<file path="src/rtl/conv_layer_sequencer.sv">
// conv_layer_sequencer: top-level sequencer for one convolution layer.
// For each filter it pulses the kernel loader, waits for the load to finish,
// then issues every valid KxK window top-left address over the IMG_DIM x IMG_DIM
// image. Before advancing to the next filter it waits for the MAC stage to go idle.
// Optional feature: define CONV_SEQ_PERF_EN to add o_stall_cycles, a saturating
// count of SWEEP cycles in which a descriptor was offered but not accepted.
module conv_layer_sequencer #(
    parameter int IMG_DIM         = 28,
    parameter int BRAM_ADDR_WIDTH = 10,
    parameter int FILT_W          = 4
) (
    input  logic                       i_clk,
    input  logic                       i_rst,
    input  logic                       i_start,
    input  logic [2:0]                 i_kernel_size,
    input  logic [FILT_W-1:0]          i_num_filters,
    input  logic [BRAM_ADDR_WIDTH-1:0] i_kernel_base,
    input  logic [BRAM_ADDR_WIDTH-1:0] i_img_base,
    output logic                       o_kl_start,
    output logic [2:0]                 o_kl_size,
    output logic [BRAM_ADDR_WIDTH-1:0] o_kl_addr,
    input  logic                       i_kl_done,
    output logic                       o_win_valid,
    input  logic                       i_win_ready,
    output logic [BRAM_ADDR_WIDTH-1:0] o_win_addr,
    output logic [BRAM_ADDR_WIDTH-1:0] o_win_row,
    output logic [BRAM_ADDR_WIDTH-1:0] o_win_col,
    output logic [FILT_W-1:0]          o_win_filter,
    output logic                       o_win_last,
    input  logic                       i_mac_idle,
    output logic                       o_busy,
    output logic                       o_done,
    output logic                       o_err
`ifdef CONV_SEQ_PERF_EN
    ,
    output logic [15:0]                o_stall_cycles
`endif
);

    localparam int AW = BRAM_ADDR_WIDTH;

    typedef enum logic [2:0] {
        IDLE,
        LOAD_REQ,
        LOAD_WAIT,
        SWEEP,
        DRAIN,
        DONE
    } state_t;

    state_t            state_q, state_d;
    logic [2:0]        k_q, k_d;
    logic [FILT_W-1:0] n_q, n_d;
    logic [FILT_W-1:0] f_q, f_d;
    logic [AW-1:0]     ibase_q, ibase_d;
    logic [AW-1:0]     kl_addr_q, kl_addr_d;
    logic [AW-1:0]     row_q, row_d;
    logic [AW-1:0]     col_q, col_d;
    logic [AW-1:0]     addr_q, addr_d;
    logic              err_q, err_d;

    // K zero-extended to address width; all address math wraps at AW bits.
    logic [AW-1:0] k_ext;
    logic [AW-1:0] kk;
    logic [AW-1:0] last_idx;   // OUT-1 = IMG_DIM-K, last legal row/col index
    logic          start_ok;

    assign k_ext    = {{(AW-3){1'b0}}, k_q};
    assign kk       = k_ext * k_ext;
    assign last_idx = AW'(IMG_DIM) - k_ext;
    assign start_ok = (i_kernel_size != 3'd0) && (i_num_filters != '0);

    // Next-state and datapath updates for the layer sequencing FSM.
    always_comb begin
        state_d   = state_q;
        k_d       = k_q;
        n_d       = n_q;
        f_d       = f_q;
        ibase_d   = ibase_q;
        kl_addr_d = kl_addr_q;
        row_d     = row_q;
        col_d     = col_q;
        addr_d    = addr_q;
        err_d     = 1'b0;
        case (state_q)
            IDLE: begin
                if (i_start) begin
                    k_d     = i_kernel_size;
                    n_d     = i_num_filters;
                    ibase_d = i_img_base;
                    if (!start_ok) begin
                        err_d = 1'b1;
                    end else begin
                        f_d       = '0;
                        kl_addr_d = i_kernel_base;
                        state_d   = LOAD_REQ;
                    end
                end
            end
            LOAD_REQ: state_d = LOAD_WAIT;
            LOAD_WAIT: begin
                if (i_kl_done) begin
                    row_d   = '0;
                    col_d   = '0;
                    addr_d  = ibase_q;
                    state_d = SWEEP;
                end
            end
            SWEEP: begin
                if (i_win_ready) begin
                    if (col_q == last_idx) begin
                        // Row wrap: skipping the K-1 columns that cannot start a window.
                        col_d  = '0;
                        row_d  = row_q + 1'b1;
                        addr_d = addr_q + k_ext;
                        if (row_q == last_idx) state_d = DRAIN;
                    end else begin
                        col_d  = col_q + 1'b1;
                        addr_d = addr_q + 1'b1;
                    end
                end
            end
            DRAIN: begin
                // Kernel registers must not be reloaded while the MAC still uses them.
                if (i_mac_idle) begin
                    if (FILT_W'(f_q + 1'b1) == n_q) begin
                        state_d = DONE;
                    end else begin
                        f_d       = f_q + 1'b1;
                        kl_addr_d = kl_addr_q + kk;
                        state_d   = LOAD_REQ;
                    end
                end
            end
            DONE:    state_d = IDLE;
            default: state_d = IDLE;
        endcase
    end

    // State and datapath registers; reset aborts any layer in progress.
    always_ff @(posedge i_clk or posedge i_rst) begin
        if (i_rst) begin
            state_q   <= IDLE;
            k_q       <= '0;
            n_q       <= '0;
            f_q       <= '0;
            ibase_q   <= '0;
            kl_addr_q <= '0;
            row_q     <= '0;
            col_q     <= '0;
            addr_q    <= '0;
            err_q     <= 1'b0;
        end else begin
            state_q   <= state_d;
            k_q       <= k_d;
            n_q       <= n_d;
            f_q       <= f_d;
            ibase_q   <= ibase_d;
            kl_addr_q <= kl_addr_d;
            row_q     <= row_d;
            col_q     <= col_d;
            addr_q    <= addr_d;
            err_q     <= err_d;
        end
    end

    assign o_kl_start   = (state_q == LOAD_REQ);
    assign o_kl_size    = k_q;
    assign o_kl_addr    = kl_addr_q;
    assign o_win_valid  = (state_q == SWEEP);
    assign o_win_addr   = addr_q;
    assign o_win_row    = row_q;
    assign o_win_col    = col_q;
    assign o_win_filter = f_q;
    assign o_win_last   = o_win_valid && (row_q == last_idx) && (col_q == last_idx);
    assign o_busy       = (state_q != IDLE);
    assign o_done       = (state_q == DONE);
    assign o_err        = err_q;

`ifdef CONV_SEQ_PERF_EN
    logic [15:0] stall_q, stall_d;

    // Stall counter: restarts on a legal start, saturates rather than wrapping.
    always_comb begin
        stall_d = stall_q;
        if (state_q == IDLE && i_start && start_ok)
            stall_d = '0;
        else if (state_q == SWEEP && !i_win_ready && stall_q != 16'hFFFF)
            stall_d = stall_q + 16'd1;
    end

    // Stall counter register.
    always_ff @(posedge i_clk or posedge i_rst) begin
        if (i_rst) stall_q <= '0;
        else       stall_q <= stall_d;
    end

    assign o_stall_cycles = stall_q;
`endif

endmodule

</file>
<file path="config.mk">
export PLATFORM = sky130hd
export DESIGN_NAME = conv_layer_sequencer
export DESIGN_NICKNAME = d
export VERILOG_FILES = /design/src/rtl/conv_layer_sequencer.sv
export SDC_FILE = /design/constraint.sdc
export NUM_CORES = 1
export LEC_CHECK = 0
export CORE_ASPECT_RATIO = 0.6
export CORE_MARGIN = 2
export CORE_UTILIZATION = 55
export DETAILED_ROUTE_END_ITERATION = 12
export GPL_TIMING_DRIVEN = 0
export PLACE_DENSITY = 0.86
export RECOVER_POWER = 25
export SYNTH_ARGS = -nofsm -noshare
export SYNTH_HDL_FRONTEND = slang
export SYNTH_SLANG_ARGS = --single-unit
</file>
<file path="constraint.sdc">
create_clock -name i_clk -period 6 [get_ports i_clk]
set_input_delay 1.2 -clock i_clk [delete_from_list [all_inputs] [get_ports i_clk]]
set_output_delay 1.2 -clock i_clk [all_outputs]
set_load 0.02 [all_outputs]
</file>
==> summary.txt <==
GLOBAL ROUTE
----------------------------------------------------------------------------------------
Pin count of the biggest net entering global routing                                  35
Total overflow reported by the global router                                           0
All-layer global routing usage                                                    0.2798
Initial antenna violation count                                                        0
Wire length of the first global-routing pass                                    16580 um
Vias in the first global route                                                      3421

PLACED DESIGN
----------------------------------------------------------------------------------------
Total half-perimeter wirelength after legalization and detailed placement        7552 um
Global placement routability congestion                                           0.8962
Count of port buffers added during placement                                          85

LOGIC SYNTHESIS
----------------------------------------------------------------------------------------
Share of synthesized flip-flops with an asynchronous set or reset                  1.000
Top cell type's share of synthesized area                                         0.4250
Number of flops mapped to enable cells by yosys                                        0
Cell area after synthesis                                                      3827 um^2
Yosys reg bits                                                                        65
Post-synthesis net count                                                             454
Proportion of synthesized chip area in sequential cells                           0.4250
Avg Synthesized Cell Area                                                     9.521 um^2
Distinct cell type count after synthesis                                              59
Gate count after technology mapping                                                  402
Count of warnings emitted by yosys                                                     0
Most used flip-flop cell after synthesis                                    sky130_fd_sc_hd__dfrtp_1
Top area cells in the synthesized netlist                                   sky130_fd_sc_hd__dfrtp_1 42%, sky130_fd_sc_hd__ha_1 5.9%, sky130_fd_sc_hd__mux2_2 4.7%
Cell taking the most area after synthesis                                   sky130_fd_sc_hd__dfrtp_1

DIE
----------------------------------------------------------------------------------------
I/O Pins                                                                              86
Die Wd                                                                          111.7 um
Area of the placeable core                                                     6705 um^2
Overall die area                                                               7664 um^2
Die Span Y                                                                      68.62 um
Initial cell density of the core                                                  0.5708
Number of standard-cell rows in the floorplan                                         23

CLOCK NETWORK
----------------------------------------------------------------------------------------
Post CTS Setup Buffer Count                                                            0
CTS Root Buffer Type                                                        sky130_fd_sc_hd__clkbuf_16
Number of CTS-inserted buffers                                                         9
Cells resized by post-CTS repair                                                       0
Number of buffers inserted by hold repair at cts                                       0
Clock tree from TritonCTS                                                           done
CTS Sinks                                                                             65
H-tree Lvls                                                                            3
Maximum count of clock buffers along a single path                                     2
Worst skew pair latency                                                          0.34 ns
Clock Pin Slew Worst Setup and Hold Paths                                        0.05 ns

JOB
----------------------------------------------------------------------------------------
Max_cap viols                                                                          1

CELLS AND AREA
----------------------------------------------------------------------------------------
Util after Layout                                                                 0.7578
Number of inserted filler cells in the final layout                                  493
Share of final-layout standard cells stronger than drive strength 1              0.09127
Fin nets                                                                             551
Count of antenna diodes in the layout                                                  0
Synthesis-to-layout area growth                                                   32.76%

PWR
----------------------------------------------------------------------------------------
Power density over cell area                                                290.4 nW/um^2
Max IR drop VDD                                                                0.1968 mV
Leakage power                                                                   2.171 nW
Clock share of power                                                               0.355
Overall power                                                                   1.476 mW
Sw Ratio                                                                          0.3172
Reported net switching power                                                    468.0 uW
Fraction of power consumed by combinational cells                                  0.266
Reg power frac                                                                     0.379
Pint                                                                            1.008 mW

MIN PATH
----------------------------------------------------------------------------------------
Hold Path Class                                                                  reg2reg

DETAILED ROUTING
----------------------------------------------------------------------------------------
First-pass detailed-route iteration total                                              9
Via count                                                                           3670
Drt wl/cell                                                                     17.81 um
Post-detailed-route count of antenna-violating nets                                    0
Detailed Route WL                                                               10520 um
DRC viols                                                                              0
Number of violations reported at the end of detailed-routing iteration 0             312
Via-to-Cell Ratio                                                                  6.210

CRITICAL PATH
----------------------------------------------------------------------------------------
Buf/Inv on CP                                                                          3
Delay of the slowest cell on the worst path                                      0.60 ns
Kind of cell with the highest combined delay on the critical path           simple AND/OR/NAND/NOR gates
Maximum fanout along the worst path                                                    7
Arrival time at the worst endpoint                                               3.53 ns
Cell type of the slowest stage on the worst timing path                     sky130_fd_sc_hd__clkdlybuf4s50_1
Worst path required time                                                         4.80 ns
Category of the most critical setup path                                         reg2out
Worst Setup End Kind                                                        primary output
Critical Path Start Type                                                       flip-flop
Cell Chain, Critical Path                                                   buf_6 -> inv_1 -> ha_1 -> xnor2_1 -> or4_4 -> a21oi_2 -> nor4b_2 -> and2_1 -> clkdlybuf4s50_1

STA
----------------------------------------------------------------------------------------
Clock skew after layout                                                      0.005758 ns
Unrepaired setup endpoints after global routing                                       no
Min cycle time layout                                                           4.732 ns
Number of hold violations in the final report                                          0
Transition at the pin with the smallest max-transition slack                    1.759 ns
Slew Limit Headroom                                                              -0.1727
Final Slew Violations                                                                 33
Post-route clock period utilization                                               0.7887
Final sum of negative setup slack                                                   0 ns
Max frequency                                                                  211.3 MHz
Final setup viols                                                                      0

RUN STATUS
----------------------------------------------------------------------------------------
Run status                                                                  finished, violations left
Failing checks                                                              capacitance limit, slew limit

[cell type report]
cell class	count	area (um^2)	share of cell area
clock inverters	3	40.04	0.007880
well taps	87	108.9	0.02142
clock buffers	13	250.2	0.04925
plain buffers	19	82.58	0.01625
inverters	7	26.28	0.005171
repair buffers	86	854.6	0.1682
multi-input cells	311	2092	0.4117
flip-flops and latches	65	1627	0.3201
[cell usage after synthesis, types with 3 or more instances]
cell type                  count
sky130_fd_sc_hd__dfrtp_1      65
sky130_fd_sc_hd__nand3_1      16
sky130_fd_sc_hd__and3_1        8
sky130_fd_sc_hd__mux2_2       16
sky130_fd_sc_hd__or3_1         4
sky130_fd_sc_hd__nand2b_1      3
sky130_fd_sc_hd__mux2i_1       4
sky130_fd_sc_hd__inv_1         7
sky130_fd_sc_hd__xnor2_1      15
sky130_fd_sc_hd__xor2_1       10
sky130_fd_sc_hd__a22oi_1       3
sky130_fd_sc_hd__clkbuf_1     15
sky130_fd_sc_hd__o31ai_1       4
sky130_fd_sc_hd__and2_1        5
sky130_fd_sc_hd__o21ai_0      23
sky130_fd_sc_hd__a21oi_1      20
sky130_fd_sc_hd__nor2b_1       3
sky130_fd_sc_hd__nand2_1      40
sky130_fd_sc_hd__buf_2         3
sky130_fd_sc_hd__o22ai_1       4
sky130_fd_sc_hd__nor2_1       40
sky130_fd_sc_hd__ha_1         18
sky130_fd_sc_hd__nand4_1      11
sky130_fd_sc_hd__nor4b_1       3
sky130_fd_sc_hd__or4_1         4
sky130_fd_sc_hd__o21a_1        4
sky130_fd_sc_hd__a31oi_1      12
sky130_fd_sc_hd__a21o_1        3
[kinds of logic (layout without fill, tap and decap cells)]
group / after synthesis / count (layout) / synth area share
AOI/OAI and AO/OA: 97 / 97 / 0.1677
DFF: 65 / 65 / 0.4250
xor gates and xnor gates: 25 / 25 / 0.05721
adders and majority gates: 19 / 19 / 0.06407
and+or+nand+nor: 150 / 150 / 0.2001
muxes: 20 / 20 / 0.05753
buffers and inverters: 26 / 128 / 0.02844
[worst reg2reg max path, delay by kind of cell, from the launching register on]
kind	cells	cell delay, ns
fa+ha+maj	3	0.89
simple gates	4	0.79
xor+xnor	1	0.17
compound gates	4	0.83
flops	1	0.45
buf+inv	2	0.25
[layer usage]
metal,global-route usage,wire [um],share of wire
met1,0.3728,4658,0.44
met2,0.4379,4702,0.45
met3,0.09003,983,0.093
met4,0.1003,178,0.017
met5,0,0,0
[registers in the layout, indices dropped and copies added (netlist names), 3 cells and up]
signal	flops
o_kl_addr	10
o_win_col	10
o_win_filter	4
o_kl_size	3
o_win_row	10
ibase_q	10
o_win_addr	10
n_q	4
state_q	3
[final timing paths]
check                           slack (ns)       endpoint  cells after the start          from
max in group asynchronous             2.08         n_q[0]                      3         i_rst
worst min-delay path                  0.49  o_win_addr[6]                      2    ibase_q[6]
worst max-delay path                  1.27     o_win_last                      9  o_kl_size[0]
worst min register to register        0.49  o_win_addr[6]                      2    ibase_q[6]
min in group asynchronous             1.67   o_kl_addr[5]                      2         i_rst
worst max register to register        2.51  o_win_addr[8]                     14  o_kl_size[0]
[placed cells by master (no fill, tap or decap), drive strengths merged, types with 2 or more instances in the layout]
master,count
dfrtp,65
mux2,16
o21ai,23
o21a,4
or4,5
nor3,2
nand2,40
clkinv,2
and2,5
nand2b,3
a31oi,13
buf,4
o22ai,4
nor2,40
clkdlybuf4s50,84
xnor2,15
and3,8
nor2b,3
a21oi,21
a31o,2
nor4b,5
ha,18
a21o,3
nor3b,3
nand3,16
o22a,2
a22oi,3
nand4,11
o31ai,4
mux2i,4
inv,7
a32oi,2
o211ai,2
or3,4
a22o,3
xor2,10
clkbuf,29
[per-stage QoR]
stage / worst slack [ns] / cells / hold slack [ns] / cell area (um^2)
floorplan: 2.441 / 402 / 0.4450 / 3827
global placement: 1.732 / 574 / 0.4624 / 4787
detailed placement: 1.655 / 575 / 0.4727 / 4807
CTS: 1.298 / 591 / 0.4917 / 5097
global route: 1.134 / 591 / 0.5201 / 5081
finish: 1.268 / 591 / 0.4857 / 5081
[power by group through the flow]
stage	clock network (mW)	logic [mW]	registers, mW
after floorplan	0	0.185	0.598
after global placement	0	0.374	0.561
after detailed placement	0	0.390	0.562
after CTS	0.525	0.394	0.557
after global routing	0.544	0.428	0.567
final	0.524	0.393	0.559
Note: power is estimated with default switching activity, not from simulation.
